### src/rtl/dmem_bridge_pkg.sv
// Shared types and helpers for the cpu data-memory bridge (dmem_bridge)
// and its request checker.
package dmem_bridge_pkg;

    localparam int unsigned TIMEOUT_W = 8;
    localparam int unsigned BE_W      = 4;
    localparam int unsigned STAT_W    = 32;

    typedef enum logic [2:0] {
        IDLE = 3'd0,
        ERR  = 3'd1,
        REQ  = 3'd2,
        WAIT = 3'd3,
        RSP  = 3'd4
    } dmem_bridge_state_t;

    // Legal strobe patterns; half-words and words must sit on their natural lane.
    function automatic logic strobe_ok(input logic [BE_W-1:0] be, input logic [1:0] lsb);
        logic ok;
        ok = 1'b0;
        case (be)
            4'b0001, 4'b0010, 4'b0100, 4'b1000: ok = 1'b1;
            4'b0011:                            ok = (lsb == 2'b00);
            4'b1100:                            ok = (lsb == 2'b10);
            4'b1111:                            ok = (lsb == 2'b00);
            default:                            ok = 1'b0;
        endcase
        return ok;
    endfunction

endpackage

### src/rtl/dmem_req_check.sv
// Combinational legality check of a cpu data-memory request; also usable
// by the mem stage to raise an early exception.
module dmem_req_check
    import dmem_bridge_pkg::*;
#(
    parameter int unsigned          XLEN    = 32,
    parameter logic [XLEN-1:0]      ADDR_LO = XLEN'(32'h0000_0000),
    parameter logic [XLEN-1:0]      ADDR_HI = XLEN'(32'h0000_FFFF)
) (
    input  logic            r_v,
    input  logic            w_v,
    input  logic [XLEN-1:0] data_adr,
    input  logic [BE_W-1:0] strobe,
    output logic            illegal
);

    localparam logic [XLEN-1:0] SPAN = ADDR_HI - ADDR_LO;

    logic [XLEN-1:0] w_off;
    logic            w_in_range;
    logic            w_strobe_ok;

    // Offset from ADDR_LO wraps to a huge value for addresses below the window.
    assign w_off       = data_adr - ADDR_LO;
    assign w_in_range  = (w_off <= SPAN);
    assign w_strobe_ok = strobe_ok(strobe, data_adr[1:0]);

    assign illegal = (r_v & w_v) | ~w_strobe_ok | ~w_in_range;

endmodule

### src/rtl/dmem_bridge.sv
// Bridges the cpu data-memory port onto a single-outstanding valid/ready bus
// with request checking and a bus timeout. Optional counters: DMEM_BRIDGE_STATS_EN.
module dmem_bridge
    import dmem_bridge_pkg::*;
#(
    parameter int unsigned          XLEN    = 32,
    parameter logic [XLEN-1:0]      ADDR_LO = XLEN'(32'h0000_0000),
    parameter logic [XLEN-1:0]      ADDR_HI = XLEN'(32'h0000_FFFF),
    parameter int unsigned          TIMEOUT = 255
) (
    input  logic              clk,
    input  logic              rst,
    input  logic              r_v,
    input  logic              w_v,
    input  logic [XLEN-1:0]   data_adr,
    input  logic [XLEN-1:0]   data_o,
    input  logic [BE_W-1:0]   strobe,
    output logic [XLEN-1:0]   dmem_res,
    output logic              dmem_res_v,
    output logic              dmem_res_error,
    output logic              bus_req_v,
    input  logic              bus_req_ready,
    output logic              bus_we,
    output logic [XLEN-1:0]   bus_adr,
    output logic [XLEN-1:0]   bus_wdata,
    output logic [BE_W-1:0]   bus_be,
    input  logic              bus_rsp_v,
    input  logic [XLEN-1:0]   bus_rdata,
    input  logic              bus_rsp_err,
    output logic [STAT_W-1:0] stat_rd,
    output logic [STAT_W-1:0] stat_wr,
    output logic [STAT_W-1:0] stat_err
);

    localparam logic [TIMEOUT_W-1:0] TO_CNT = TIMEOUT_W'(TIMEOUT);

    dmem_bridge_state_t   r_state;
    dmem_bridge_state_t   w_state_nxt;

    logic [XLEN-1:0]      r_res,      w_res_nxt;
    logic                 r_res_v,    w_res_v_nxt;
    logic                 r_res_err,  w_res_err_nxt;
    logic                 r_req_v,    w_req_v_nxt;
    logic                 r_we,       w_we_nxt;
    logic [XLEN-1:0]      r_adr,      w_adr_nxt;
    logic [XLEN-1:0]      r_wdata,    w_wdata_nxt;
    logic [BE_W-1:0]      r_be,       w_be_nxt;
    logic [TIMEOUT_W-1:0] r_cnt,      w_cnt_nxt;
    logic [TIMEOUT_W-1:0] w_cnt_inc;
    logic                 w_timeout;
    logic                 w_illegal;

    dmem_req_check #(
        .XLEN    (XLEN),
        .ADDR_LO (ADDR_LO),
        .ADDR_HI (ADDR_HI)
    ) u_check (
        .r_v      (r_v),
        .w_v      (w_v),
        .data_adr (data_adr),
        .strobe   (strobe),
        .illegal  (w_illegal)
    );

    // Counter saturates so a ready taken at the limit still gets one response cycle.
    assign w_timeout = (r_cnt == TO_CNT);
    assign w_cnt_inc = w_timeout ? r_cnt : r_cnt + TIMEOUT_W'(1);

    always_comb begin
        w_state_nxt   = r_state;
        w_res_nxt     = '0;
        w_res_v_nxt   = 1'b0;
        w_res_err_nxt = 1'b0;
        w_req_v_nxt   = 1'b0;
        w_we_nxt      = r_we;
        w_adr_nxt     = r_adr;
        w_wdata_nxt   = r_wdata;
        w_be_nxt      = r_be;
        w_cnt_nxt     = r_cnt;

        case (r_state)
            IDLE: begin
                if (r_v | w_v) begin
                    if (w_illegal) begin
                        w_state_nxt   = ERR;
                        w_res_v_nxt   = 1'b1;
                        w_res_err_nxt = 1'b1;
                    end else begin
                        w_state_nxt = REQ;
                        w_req_v_nxt = 1'b1;
                        w_we_nxt    = w_v;
                        w_adr_nxt   = {data_adr[XLEN-1:2], 2'b00};
                        w_wdata_nxt = data_o;
                        w_be_nxt    = strobe;
                        w_cnt_nxt   = '0;
                    end
                end
            end
            ERR: begin
                w_state_nxt = IDLE;
            end
            REQ: begin
                w_cnt_nxt = w_cnt_inc;
                if (bus_req_ready) begin
                    w_state_nxt = WAIT;
                end else if (w_timeout) begin
                    w_state_nxt   = ERR;
                    w_res_v_nxt   = 1'b1;
                    w_res_err_nxt = 1'b1;
                end else begin
                    w_req_v_nxt = 1'b1;
                end
            end
            WAIT: begin
                w_cnt_nxt = w_cnt_inc;
                if (bus_rsp_v) begin
                    w_state_nxt   = RSP;
                    w_res_v_nxt   = 1'b1;
                    w_res_err_nxt = bus_rsp_err;
                    w_res_nxt     = r_we ? '0 : bus_rdata;
                end else if (w_timeout) begin
                    w_state_nxt   = ERR;
                    w_res_v_nxt   = 1'b1;
                    w_res_err_nxt = 1'b1;
                end
            end
            RSP: begin
                w_state_nxt = IDLE;
            end
            default: begin
                w_state_nxt = IDLE;
            end
        endcase
    end

    always_ff @(posedge clk or posedge rst) begin
        if (rst) begin
            r_state   <= IDLE;
            r_res     <= '0;
            r_res_v   <= 1'b0;
            r_res_err <= 1'b0;
            r_req_v   <= 1'b0;
            r_we      <= 1'b0;
            r_adr     <= '0;
            r_wdata   <= '0;
            r_be      <= '0;
            r_cnt     <= '0;
        end else begin
            r_state   <= w_state_nxt;
            r_res     <= w_res_nxt;
            r_res_v   <= w_res_v_nxt;
            r_res_err <= w_res_err_nxt;
            r_req_v   <= w_req_v_nxt;
            r_we      <= w_we_nxt;
            r_adr     <= w_adr_nxt;
            r_wdata   <= w_wdata_nxt;
            r_be      <= w_be_nxt;
            r_cnt     <= w_cnt_nxt;
        end
    end

    assign dmem_res       = r_res;
    assign dmem_res_v     = r_res_v;
    assign dmem_res_error = r_res_err;
    assign bus_req_v      = r_req_v;
    assign bus_we         = r_we;
    assign bus_adr        = r_adr;
    assign bus_wdata      = r_wdata;
    assign bus_be         = r_be;

`ifdef DMEM_BRIDGE_STATS_EN
    logic [STAT_W-1:0] r_stat_rd;
    logic [STAT_W-1:0] r_stat_wr;
    logic [STAT_W-1:0] r_stat_err;
    logic              w_rsp_ok;
    logic              w_err_inc;

    // Counted on the edge that enters RSP/ERR, so they move with the response pulse.
    assign w_rsp_ok  = (w_state_nxt == RSP) & ~bus_rsp_err;
    assign w_err_inc = (w_state_nxt == ERR) | ((w_state_nxt == RSP) & bus_rsp_err);

    always_ff @(posedge clk or posedge rst) begin
        if (rst) begin
            r_stat_rd  <= '0;
            r_stat_wr  <= '0;
            r_stat_err <= '0;
        end else begin
            if (w_rsp_ok & ~r_we) r_stat_rd  <= r_stat_rd  + STAT_W'(1);
            if (w_rsp_ok &  r_we) r_stat_wr  <= r_stat_wr  + STAT_W'(1);
            if (w_err_inc)        r_stat_err <= r_stat_err + STAT_W'(1);
        end
    end

    assign stat_rd  = r_stat_rd;
    assign stat_wr  = r_stat_wr;
    assign stat_err = r_stat_err;
`else
    assign stat_rd  = '0;
    assign stat_wr  = '0;
    assign stat_err = '0;
`endif

endmodule

### config.mk
export PLATFORM = sky130hd
export DESIGN_NAME = dmem_bridge
export DESIGN_NICKNAME = d
export VERILOG_FILES = /design/src/rtl/dmem_bridge_pkg.sv /design/src/rtl/dmem_req_check.sv /design/src/rtl/dmem_bridge.sv
export SDC_FILE = /design/constraint.sdc
export NUM_CORES = 1
export LEC_CHECK = 0
export ABC_AREA = 1
export ABC_CLOCK_PERIOD_IN_PS = 11500
export BUFFER_PORTS_ARGS = -buffer_cell sky130_fd_sc_hd__buf_2
export CORE_AREA = 2 2 118 120
export CTS_CLUSTER_SIZE = 8
export DETAILED_ROUTE_END_ITERATION = 8
export DIE_AREA = 0 0 120 122
export HOLD_SLACK_MARGIN = 0.05
export MAX_ROUTING_LAYER = met4
export PLACE_DENSITY = 0.74
export SETUP_SLACK_MARGIN = 0.05
export SLEW_MARGIN = 40
export SYNTH_ARGS = -nofsm -noshare
export SYNTH_HDL_FRONTEND = slang
export SYNTH_SLANG_ARGS = --single-unit
### constraint.sdc
create_clock -name clk -period 11.5 [get_ports clk]
set_clock_uncertainty 0.2 [all_clocks]
set_input_delay 2.3 -clock clk [delete_from_list [all_inputs] [get_ports clk]]
set_output_delay 2.3 -clock clk [all_outputs]
set_load 0.05 [all_outputs]
# Word level (Yosys, flattened, before mapping)
# Index checks and enable logic that the tools add are counted.
dict set report totals {
  ff_bits 113
  ramBits 0
  romBits 0
  n_memories 0
  wordCells 68
  latch_bits 0
  inputBits 107
  output_inout_bits 200
}
dict set report classes {
  mul 0
  shift 0
  magnitude_cmp 1
  bitwise 7
  add_sub_neg 1
  eq_ne 14
  muxes 27
  reduce_logical 8
  n_div 0
}
# operator n
set op_table {}
lappend op_table {{$mux 32} 3}
lappend op_table {{$le 32x16->1 const B} 1}
lappend op_table {{$mux 8} 3}
lappend op_table {{$pmux 8 s2} 1}
lappend op_table {{$eq 4x4->1 const B} 3}
lappend op_table {{$mux 3} 4}
lappend op_table {{$mux 1} 10}
lappend op_table {{$pmux 1 s3} 3}
lappend op_table {{$pmux 3 s3} 1}
lappend op_table {{$add 8x1->8 const B} 1}
lappend op_table {{$eq 4x2->1 const B} 2}
lappend op_table {{$eq 8x8->1 const B} 1}
lappend op_table {{$eq 3x2->1 const B} 2}
lappend op_table {{$ne 2x2->1 const B} 3}
lappend op_table {{$eq 4x1->1 const B} 1}
lappend op_table {{$eq 4x3->1 const B} 1}
lappend op_table {{$reduce_and 4->1} 1}
lappend op_table {{$reduce_or 2->1} 2}
lappend op_table {{$reduce_or 4->1} 1}
lappend op_table {{$logic_not 3->1} 1}
lappend op_table {{$not 1->1} 3}
lappend op_table {{$or 1x1->1} 3}
lappend op_table {{$reduce_and 3->1} 1}
lappend op_table {{$eq 2x2->1 const B} 1}
lappend op_table {{5 further kinds} 5}

# Longest topological paths before layout
# Gate-level depths: netlist of the first run.
dict set report depth {
  word_depth 9
  depth_mapped 12
  mapped_depth_nobuf 11
}

# Hierarchy
# From an unflattened synthesis of the first run, not the netlist that was laid out.
dict set report unflattened {
  hier_cells 635
  area_unflattened_um2 5400.2
}
# module cells_per_inst instances seq_area_each_um2 area_each_um2
set by_module_without_submodules {}
lappend by_module_without_submodules {dmem_bridge 599 1 2827.7 5252.5}
lappend by_module_without_submodules {dmem_req_check 36 1 0.0 147.6}

# Worst setup path after synthesis of the first run
# No wires, ideal clock.
dict set report synth_path {
  path_type {input-to-reg}
  from {input port data_adr[25]}
  to {register r_adr[16] (netlist: bus_adr[16])}
  required_ns 11.183
  stages 10
  setup_time_ns 0.117
  n_path_buf 2
  slack_ns 7.896
  arrival_ns 3.287
  path_cell_list {nor2_1 nand2_1 nor2_1 nand2_1 nor2_2 nand3_2 nor2_4 buf_6 buf_4 nor2_1}
}
dict set report synth_between {
  elab_chain_cells 5
}
# item line_no
set synth_lines {}
lappend synth_lines {{start, declared} dmem_bridge.sv:15} ;# input logic [XLEN-1:0] data_adr,
lappend synth_lines {{$le 32x16->1} dmem_req_check.sv:25} ;# assign w_in_range = (w_off <= SPAN);
lappend synth_lines {{$not 1->1} dmem_req_check.sv:28} ;# assign illegal = (r_v & w_v) | ~w_strobe_ok | ~w_in_range;
lappend synth_lines {{$or 1x1->1} dmem_req_check.sv:28}
lappend synth_lines {{$not 1->1 (no source line)} --}
lappend synth_lines {{$reduce_and 3->1 (no source line)} --}
lappend synth_lines {{end signal, assigned} dmem_bridge.sv:155} ;# r_adr <= w_adr_nxt;
lappend synth_lines {{end, declared} dmem_bridge.sv:45} ;# logic [XLEN-1:0] r_adr, w_adr_nxt;
# No other way between the ends.
# A chain may end at the register's enable or synchronous reset.

# Worst setup path after layout of the first run
dict set report layout_path {
  from {input port data_adr[28]}
  to {register r_wdata[0] (netlist: bus_wdata[0])}
}
dict set report layout_between {
  elab_chain_cells 5
}
# item line_no
set layout_lines {}
lappend layout_lines {{$le 32x16->1} dmem_req_check.sv:25}
lappend layout_lines {{$not 1->1} dmem_req_check.sv:28}
lappend layout_lines {{$or 1x1->1} dmem_req_check.sv:28}
lappend layout_lines {{$not 1->1 (no source line)} --}
lappend layout_lines {{$reduce_and 3->1 (no source line)} --}
lappend layout_lines {{end signal, assigned} dmem_bridge.sv:156} ;# r_wdata <= w_wdata_nxt;
lappend layout_lines {{end, declared} dmem_bridge.sv:46} ;# logic [XLEN-1:0] r_wdata, w_wdata_nxt;
# No other way between the ends.

==> results.txt, run 1 <==
minimum clock period -> 4010 ps
Mapped Avg Cell Area -> 8.43 um2
initial antenna violation count -> 2
VDD IR-drop max -> 0.0859 mV
largest net degree at the start of global routing -> 67
fill count -> 1263
Yosys reg bits -> 113
Max-cap violations -> 0
setup bufs post-CTS -> 0
PostCTS Resize Cnt -> 0
Required @ worst endpoint -> 11590 ps
port bufs -> 208
power density over the cells -> 159 nW/um2
synth unique cells -> 27
post-DP HPWL -> 8.94 mm
Non-Filler Instances -> 1032
status -> finished, final reports clean
top cell type's share of synthesized area -> 53.6%
top cell types by occurrence after synthesis -> nand2_1 (235), dfrtp_1 (113), buf_4 (100), nor2_1 (70), inv_1 (41)
Clock Tree Root -> clkbuf_16
WL final -> 12.4 mm
routed vias/inst -> 4.25
layout cells sized above 1 -> 30.0%
yosys warns -> 0
CTS sink count -> 113
leakage -> 4.08 nW
Antenna Violating Nets Remaining -> 0
deepest clock path buffer count -> 2
most common cell in the netlist -> nand2_1
endpoints failing hold -> 0
Post-synth EDFFs -> 0
Starting Density -> 39.1%
CTS tree -> done
Final Hold Slack -> 273 ps
CP arrival -> 4090 ps
RSZ-0062 raised after global routing -> no
Congestion Overflow GR -> 0
hold buffers post-CTS -> 0
global-route wire length before repair -> 19.2 mm
chip height -> 122 um
Top Ports -> 307
CTS buffer count -> 17
async set-or-reset flop fraction in the synthesized netlist -> 100%
H-Tree Depth -> 4
# rows -> 43
DR pass1 iterations -> 5
residual DRC count -> 0
Worst setup SP type -> input port
Worst-path clk slew -> 50 ps
Crit. End Element -> flip-flop
drt wl/cell -> 12.1 um
vias in the first global route -> 4019
routability congestion estimate -> 0.787
slew margin rel. -> 53.0%
hold depth -> 2
worst skew pair latency -> 400 ps
Worst Max-Slew Pin Slew -> 705 ps
nets@finish -> 945
cell count after synthesis -> 626
post-synthesis sequential area ratio -> 53.6%
Total GRT Usage -> 17.4%
leading area contributor after synthesis -> dfrtp_1
via total after detailed routing -> 4385
CP Class -> input port to flip-flop
r2r worst-path depth -> 5
top cells by area, synth -> dfrtp_1 (54%), nand2_1 (17%), buf_4 (14%)
setup_tns -> 0 ps
die area -> 14600 um2
f_max -> 250 MHz
fin crit share -> 34.8%
mapped cell area -> 5280 um2
fin. max-slew vios -> 0
Hold Path Class -> flip-flop to flip-flop
Area Growth Syn to Fin -> 26.7%
Cells after DPL -> 998
DR iter-0 viols -> 298
CP Max Fanout -> 45
fin util -> 49.5%
core area -> 13500 um2
Primary FF master, synth -> dfrtp_1
Die X -> 120 um
Final setup viols -> 0
Pwr Total -> 1.06 mW
## registers in the layout (all words and copies together), names as in the netlist
name	cells
r_state	3
bus_adr	30
bus_we	1
dmem_res_error	1
bus_req_v	1
bus_wdata	32
bus_be	4
dmem_res_v	1
r_cnt	8
dmem_res	32
## worst max-delay path, stage by stage
cell	delay (ps)
buf_2	100
nor2_1	230
and2_1	190
nand2_1	60
nor2_2	180
nand4_1	390
buf_4	440
nand2_1	140
nand2_1	60
## cells by family after synthesis
group | synth area share, %
buf+inv | 19.0
fa+ha+maj | 0.237
simple gates | 26.0
flops | 53.6
compound gates | 0.995
other cells | 0.0710
xor+xnor | 0.166
## placed cells by master (no fill, tap or decap), drive strengths merged
master	instances
nand2	236
buf	212
dfrtp	113
conb	98
nor2	72
inv	45
clkbuf	17
nand3	15
nand4	8
clkinv	7
a21oi	5
o21ai	4
or2	3
clkinvlp	3
nor3	3
diode	2
and2	2
bufinv	2
nand3b	1
o31ai	1
nor3b	1
xor2	1
ha	1
## worst paths after layout
path	start	end	slack, ps
worst max-delay path	data_adr[28]	bus_wdata[0]	7490
worst min-delay path	bus_adr[14]	bus_adr[14]	270
worst max register to register	r_state[0]	bus_wdata[0]	9320
worst min register to register	bus_adr[14]	bus_adr[14]	270
max in group asynchronous	rst	dmem_res[19]	8110
min in group asynchronous	rst	bus_adr[26]	1800
## metal layers
metal	global-route usage [%]	share of wire [%]
met3	6.23	9.5
met4	6.69	1.6
met5	-	0
met1	18.7	38
met2	29.7	51
## where the power goes
| part | internal (mW) | total [mW] | switching [mW] | leakage (nW) |
|---|---|---|---|---|
| logic | 0.0232 | 0.146 | 0.123 | 2.31 |
| registers | 0.403 | 0.407 | 0.00399 | 1.49 |
| clock network | 0.320 | 0.511 | 0.191 | 0.280 |
| total | 0.746 | 1.06 | 0.318 | 4.08 |
## metrics by stage
stage / worst slack (ps) / cell area, um2
2_1_floorplan: 6010 / 5640
4_1_cts: 7510 / 6680
6_report: 7490 / 6690
3_5_place_dp: 7100 / 6100
3_3_place_gp: 7180 / 6100
5_1_grt: 7310 / 6690
## area by class of cell
class	count	area [um2]	area share [%]
Antenna cell	2	5.00	0.0748
Clock buffer	17	425	6.36
Clock inverter	15	159	2.38
Inverter	42	160	2.39
Multi-Input combinational cell	451	1820	27.1
Sequential cell	113	2830	42.3
Tap cell	180	225	3.37
Timing Repair Buffer	212	1070	16.0
Note: power is estimated with default switching activity, not from simulation.
==> run 2: changes to the inputs <==
- ABC_AREA: 1 -> 0
- ABC_CLOCK_PERIOD_IN_PS: 11500 -> 3300
- CORE_AREA: 2 2 118 120 -> not set
- CORE_MARGIN: not set -> 2
- CORE_UTILIZATION: not set -> 39
- DIE_AREA: 0 0 120 122 -> not set
- PLACE_DENSITY: 0.74 -> 0.76
- clock period: 11.5 -> 3.3 ns (I/O delays scaled with it)
==> run 2 against run 1 <==
Against the previous run:
- routed wire length fell by 1.6%
- global-route usage rose by 0.13 points
- first-iteration DRC count fell by 20%
- die area fell by 3.7%
- via count fell by 15%
- area after synthesis fell by 2.8%
- hold slack got worse by 52 ps
- setup slack got worse by 6900 ps
==> results.txt, run 2 <==
Worst-path clk slew -> 50 ps
core area -> 12700 um2
Worst setup SP type -> input port
Top Ports -> 307
placed cell areas -> 6010 um2
leading area contributor after synthesis -> dfrtp_1
Worst Max-Slew Pin Slew -> 770 ps
WL final -> 12.2 mm
r2r worst-path depth -> 4
vias in the first global route -> 3432
largest net degree at the start of global routing -> 114
final worst setup slack -> 628 ps
post-synthesis sequential area ratio -> 55.1%
Primary FF master, synth -> dfrtp_1
endpoints failing hold -> 0
CP max-delay cell -> a2111o_2
initial antenna violation count -> 0
final instance area -> 6640 um2
Total GRT Usage -> 17.6%
mapped cell area -> 5130 um2
Antenna Violating Nets Remaining -> 0
leakage -> 3.98 nW
DR pass1 iterations -> 4
CTS buffer count -> 17
via total after detailed routing -> 3715
Area Growth Syn to Fin -> 29.3%
minimum clock period -> 2670 ps
nets@finish -> 753
Worst path max stage delay -> 500 ps
slew margin rel. -> 48.6%
crit path cell chain -> buf_2 -> nor4_1 -> buf_4 -> and3_1 -> nand2_1 -> a2111o_2 -> buf_12 -> mux2_4
most frequent cells in the layout -> buf_2 (208), dfrtp_1 (113), conb_1 (98)
CP Max Fanout -> 66
DR iter-0 viols -> 237
Crit. End Element -> flip-flop
post-DP HPWL -> 8.57 mm
CP arrival -> 2760 ps
Die X -> 119 um
PostCTS Resize Cnt -> 0
CTS tree -> done
chip height -> 119 um
most common cell in the netlist -> dfrtp_1
diodes inserted -> 0
worst skew pair latency -> 400 ps
cell count after synthesis -> 430
global-route wire length before repair -> 18.7 mm
setup bufs post-CTS -> 0
fin. max-slew vios -> 0
port bufs -> 208
CTS sink count -> 113
synth unique cells -> 37
CP Class -> input port to flip-flop
status -> finished, final reports clean
H-Tree Depth -> 4
VDD IR-drop max -> 0.312 mV
Mapped Avg Cell Area -> 11.9 um2
WP buf/inv -> 3
power density over the cells -> 600 nW/um2
residual DRC count -> 0
setup_tns -> 0 ps
async set-or-reset flop fraction in the synthesized netlist -> 100%
Crit path depth -> 8
critical path's top delay family -> simple AND/OR/NAND/NOR gates
top cells by area, synth -> dfrtp_1 (55%), buf_4 (14%), mux2_2 (8.8%)
Max-cap violations -> 0
Yosys reg bits -> 113
Congestion Overflow GR -> 0
register area -> 2830 um2
Starting Density -> 40.4%
drt wl/cell -> 14.8 um
hold buffers post-CTS -> 0
routability congestion estimate -> 0.764
die area -> 14100 um2
routed vias/inst -> 4.49
Post-synth EDFFs -> 0
yosys warns -> 0
fill count -> 1089
top cell type's share of synthesized area -> 55.1%
Required @ worst endpoint -> 3380 ps
Final setup viols -> 0
# rows -> 41
deepest clock path buffer count -> 2
fin crit share -> 81.0%
Clock Tree Root -> clkbuf_16
top cell types by occurrence after synthesis -> dfrtp_1 (113), buf_4 (98), mux2_2 (40), and3_1 (36), and2_1 (17)
layout cells sized above 1 -> 45.0%
f_max -> 374 MHz
Hold Path Class -> input port to async pin
RSZ-0062 raised after global routing -> no
area of the multi-input gates -> 1830 um2
most common cell after layout, fill and taps aside -> buf_2
dpl ws -> 209 ps
-- run 2: final timing paths --
kind / start / to / slack [ps]
setup / recovery: data_adr[27] / bus_wdata[18] / 630
min in group clk: bus_adr[30] / bus_adr[30] / 280
max in group asynchronous: rst / dmem_res[2] / 2200
hold reg to reg: bus_adr[30] / bus_adr[30] / 280
setup reg to reg: r_state[1] / bus_wdata[18] / 960
hold / removal: rst / bus_wdata[29] / 220
-- run 2: tightest hold or removal path: cells and delay by family --
| kind | cells | cell delay (ps) |
|---|---|---|
| buf+inv | 3 | 620 |
-- run 2: area by class of cell --
type	count	share of cell area (%)
Clock inverter	11	2.81
Multi-Input combinational cell	292	27.5
Inverter	7	0.452
Timing Repair Buffer	214	16.7
Sequential cell	113	42.6
Tap cell	172	3.24
Clock buffer	19	6.67
-- run 2: power breakdown --
part,switching (mW),internal (mW),total (mW)
combinational,0.421,0.124,0.545
sequential,0.0596,1.43,1.49
clock,0.604,1.35,1.95
total,1.08,2.90,3.99
-- run 2: metal layers --
metal  routed length [um]  track usage [%]
met1                 4600             19.6
met2                 6310             29.7
met4                  173             5.58
met5                    0                -
met3                 1150             6.08
-- run 2: metrics by stage --
stage               instances  utilization (%)  hold WS [ps]  total power [mW]
global placement          798             47.2           264              2.05
CTS                       828             52.2           253              4.03
global route              828             52.2           274              4.15
floorplan                 527                -           303              2.01
finish                    828             52.2           222              3.99
detailed placement        798             47.2           265              2.05
-- run 2: cell families (layout without fill, tap and decap cells) --
| kind of cell | count (synthesis) | in the layout | share of synthesized area (%) |
|---|---|---|---|
| XOR/XNOR | 1 | 1 | 0.171 |
| buffers and inverters | 122 | 251 | 16.5 |
| other | 1 | 98 | 0.0730 |
| AO/OA/AOI/OAI | 43 | 43 | 5.39 |
| flip-flops | 113 | 113 | 55.1 |
| adder cells (fa/ha/maj) | 1 | 1 | 0.244 |
| multiplexers | 50 | 50 | 11.7 |
| AND/OR/NAND/NOR | 99 | 99 | 10.9 |
==> run 3: changes to the inputs <==
- ABC_AREA: 0 -> 1
- ABC_CLOCK_PERIOD_IN_PS: 3300 -> 2300
- CORE_UTILIZATION: 39 -> 40
- PLACE_DENSITY: 0.76 -> 0.77
- clock period: 3.3 -> 2.3 ns (I/O delays scaled with it)
==> run 3 against run 2 <==
Against the previous run:
- clock-buffer cell count increased by 1
- sequential share of layout area decreased by 2.6 points
- via count up 19%
- critical path type is now flip-flop to flip-flop
==> results.txt, run 3 (same netlist as run 1, synthesis figures left out) <==
RR Endpoint -> r_cnt[3]
chip height -> 119 um
CP Class -> flip-flop to flip-flop
residual DRC count -> 0
WL final -> 12.8 mm
power density over the cells -> 791 nW/um2
Max-cap violations -> 0
global-route wire length before repair -> 20.4 mm
Total GRT Usage -> 18.8%
critical path's most frequent cell -> nand2_1
CP max-delay cell -> dfrtp_1
CP Max Fanout -> 8
RSZ-0062 raised after global routing -> no
Hold Path Class -> input port to async pin
Worst setup SP type -> flip-flop
layout cells sized above 1 -> 29.3%
leakage -> 4.24 nW
initial antenna violation count -> 2
Critical Path Source -> r_cnt[0]
vias in the first global route -> 4168
Congestion Overflow GR -> 0
H-Tree Depth -> 4
via total after detailed routing -> 4428
fin crit share -> 82.6%
Crit. End Element -> flip-flop
core area -> 12800 um2
crit path cell chain -> ha_1 -> nand2_1 -> nor2_1 -> nand2_1 -> inv_1 -> nand2_1 -> nand2_1 -> inv_1 -> nand2_2 -> nand2_1 -> nand2_1
Clock Tree Root -> clkbuf_16
DR pass1 iterations -> 4
R2R Setup Slk -> 400 ps
routability congestion estimate -> 0.826
endpoints failing hold -> 0
post-DP HPWL -> 8.69 mm
DR iter-0 viols -> 308
routed vias/inst -> 4.20
# rows -> 41
CP arrival -> 1990 ps
Die X -> 119 um
most frequent cells in the layout -> nand2_1 (234), buf_2 (208), dfrtp_1 (113)
r2r worst-path depth -> 11
f_max -> 526 MHz
worst skew pair latency -> 400 ps
Worst-path clk slew -> 60 ps
fin. max-slew vios -> 0
deepest clock path buffer count -> 2
Top Ports -> 307
CTS buffer count -> 17
CTS sink count -> 113
Worst path max stage delay -> 410 ps
worst r2r src -> r_cnt[0]
die area -> 14100 um2
setup_tns -> 0 ps
CTS tree -> done
Setup crit end -> r_cnt[3]
Antenna Violating Nets Remaining -> 0
Non-Filler Instances -> 1055
nets@finish -> 976
Starting Density -> 41.3%
largest net degree at the start of global routing -> 114
Cells after DPL -> 994
port bufs -> 208
Final setup viols -> 0
status -> finished, final reports clean
minimum clock period -> 1900 ps
VDD IR-drop max -> 0.489 mV
drt wl/cell -> 12.1 um
most common cell after layout, fill and taps aside -> nand2_1
Required @ worst endpoint -> 2390 ps
slew margin rel. -> 61.1%
Worst Max-Slew Pin Slew -> 584 ps
Area Growth Syn to Fin -> 34.0%
## run 3: changes by cell type in the layout (fill, tap and decap cells not counted), sizes merged, moves of 7 or more
cell and change:
nand2 +226, nor2 +60, mux2 -50, and3 -36, inv +36, dlygate4sd3 +27, and2 -15, nand3 +10
o21ai -9, a41oi -7
## run 3: routing by layer
layer / part of all wire, % / track usage [%]
met4: 2.0 / 6.92
met5: 0 / -
met1: 38 / 20.5
met3: 8.0 / 6.18
met2: 52 / 32.1
## run 3: repair_timing
item,CTS,global route
hold endpoints to repair,27,0
hold buffers,27,0
buffers inserted,0,0
setup endpoints to repair,0,1
gates resized for setup,0,1
## run 3: worst min path at each step
stage	slack [ps]	start	to	cells past startpoint
finish	20	rst	bus_adr[18]	3
CTS	50	rst	bus_adr[18]	3
global placement	260	bus_adr[7]	bus_adr[7]	2
floorplan	260	r_cnt[3]	r_cnt[3]	2
detailed placement	260	bus_wdata[11]	bus_wdata[11]	2
global route	50	bus_rdata[0]	dmem_res[0]	3
## run 3: final cells by class
type                    instances  area [um2]
fillers                      1133        5700
flip-flops and latches        113        2830
multi-input cells             451        1820
repair buffers                243        1420
clock buffers                  20         447
well taps                     172         215
clock inverters                12         181
inverters                      42         161
diodes                          2        5.00
## run 3: per-stage QoR
stage	area [um2]	hold WS [ps]	utilization, %	total power, mW	setup slack [ps]
2_1_floorplan	5650	263	-	2.75	269
3_3_place_gp	6170	257	48.3	2.80	304
3_5_place_dp	6170	261	48.3	2.80	256
4_1_cts	7070	50.1	55.3	5.63	344
5_1_grt	7080	50.9	55.4	5.81	153
6_report	7080	16.2	55.4	5.60	399
## run 3: critical path, delay by kind of cell (launching register included)
| family | cells | cell delay (ps) |
|---|---|---|
| flip-flops | 1 | 410 |
| adder cells (fa/ha/maj) | 1 | 220 |
| buffers and inverters | 2 | 250 |
| AND/OR/NAND/NOR | 8 | 700 |
## run 3: power by group
part	internal [mW]	switching [mW]
Sequential	2.01	0.0192
Clock	1.85	0.937
Combinational	0.162	0.618
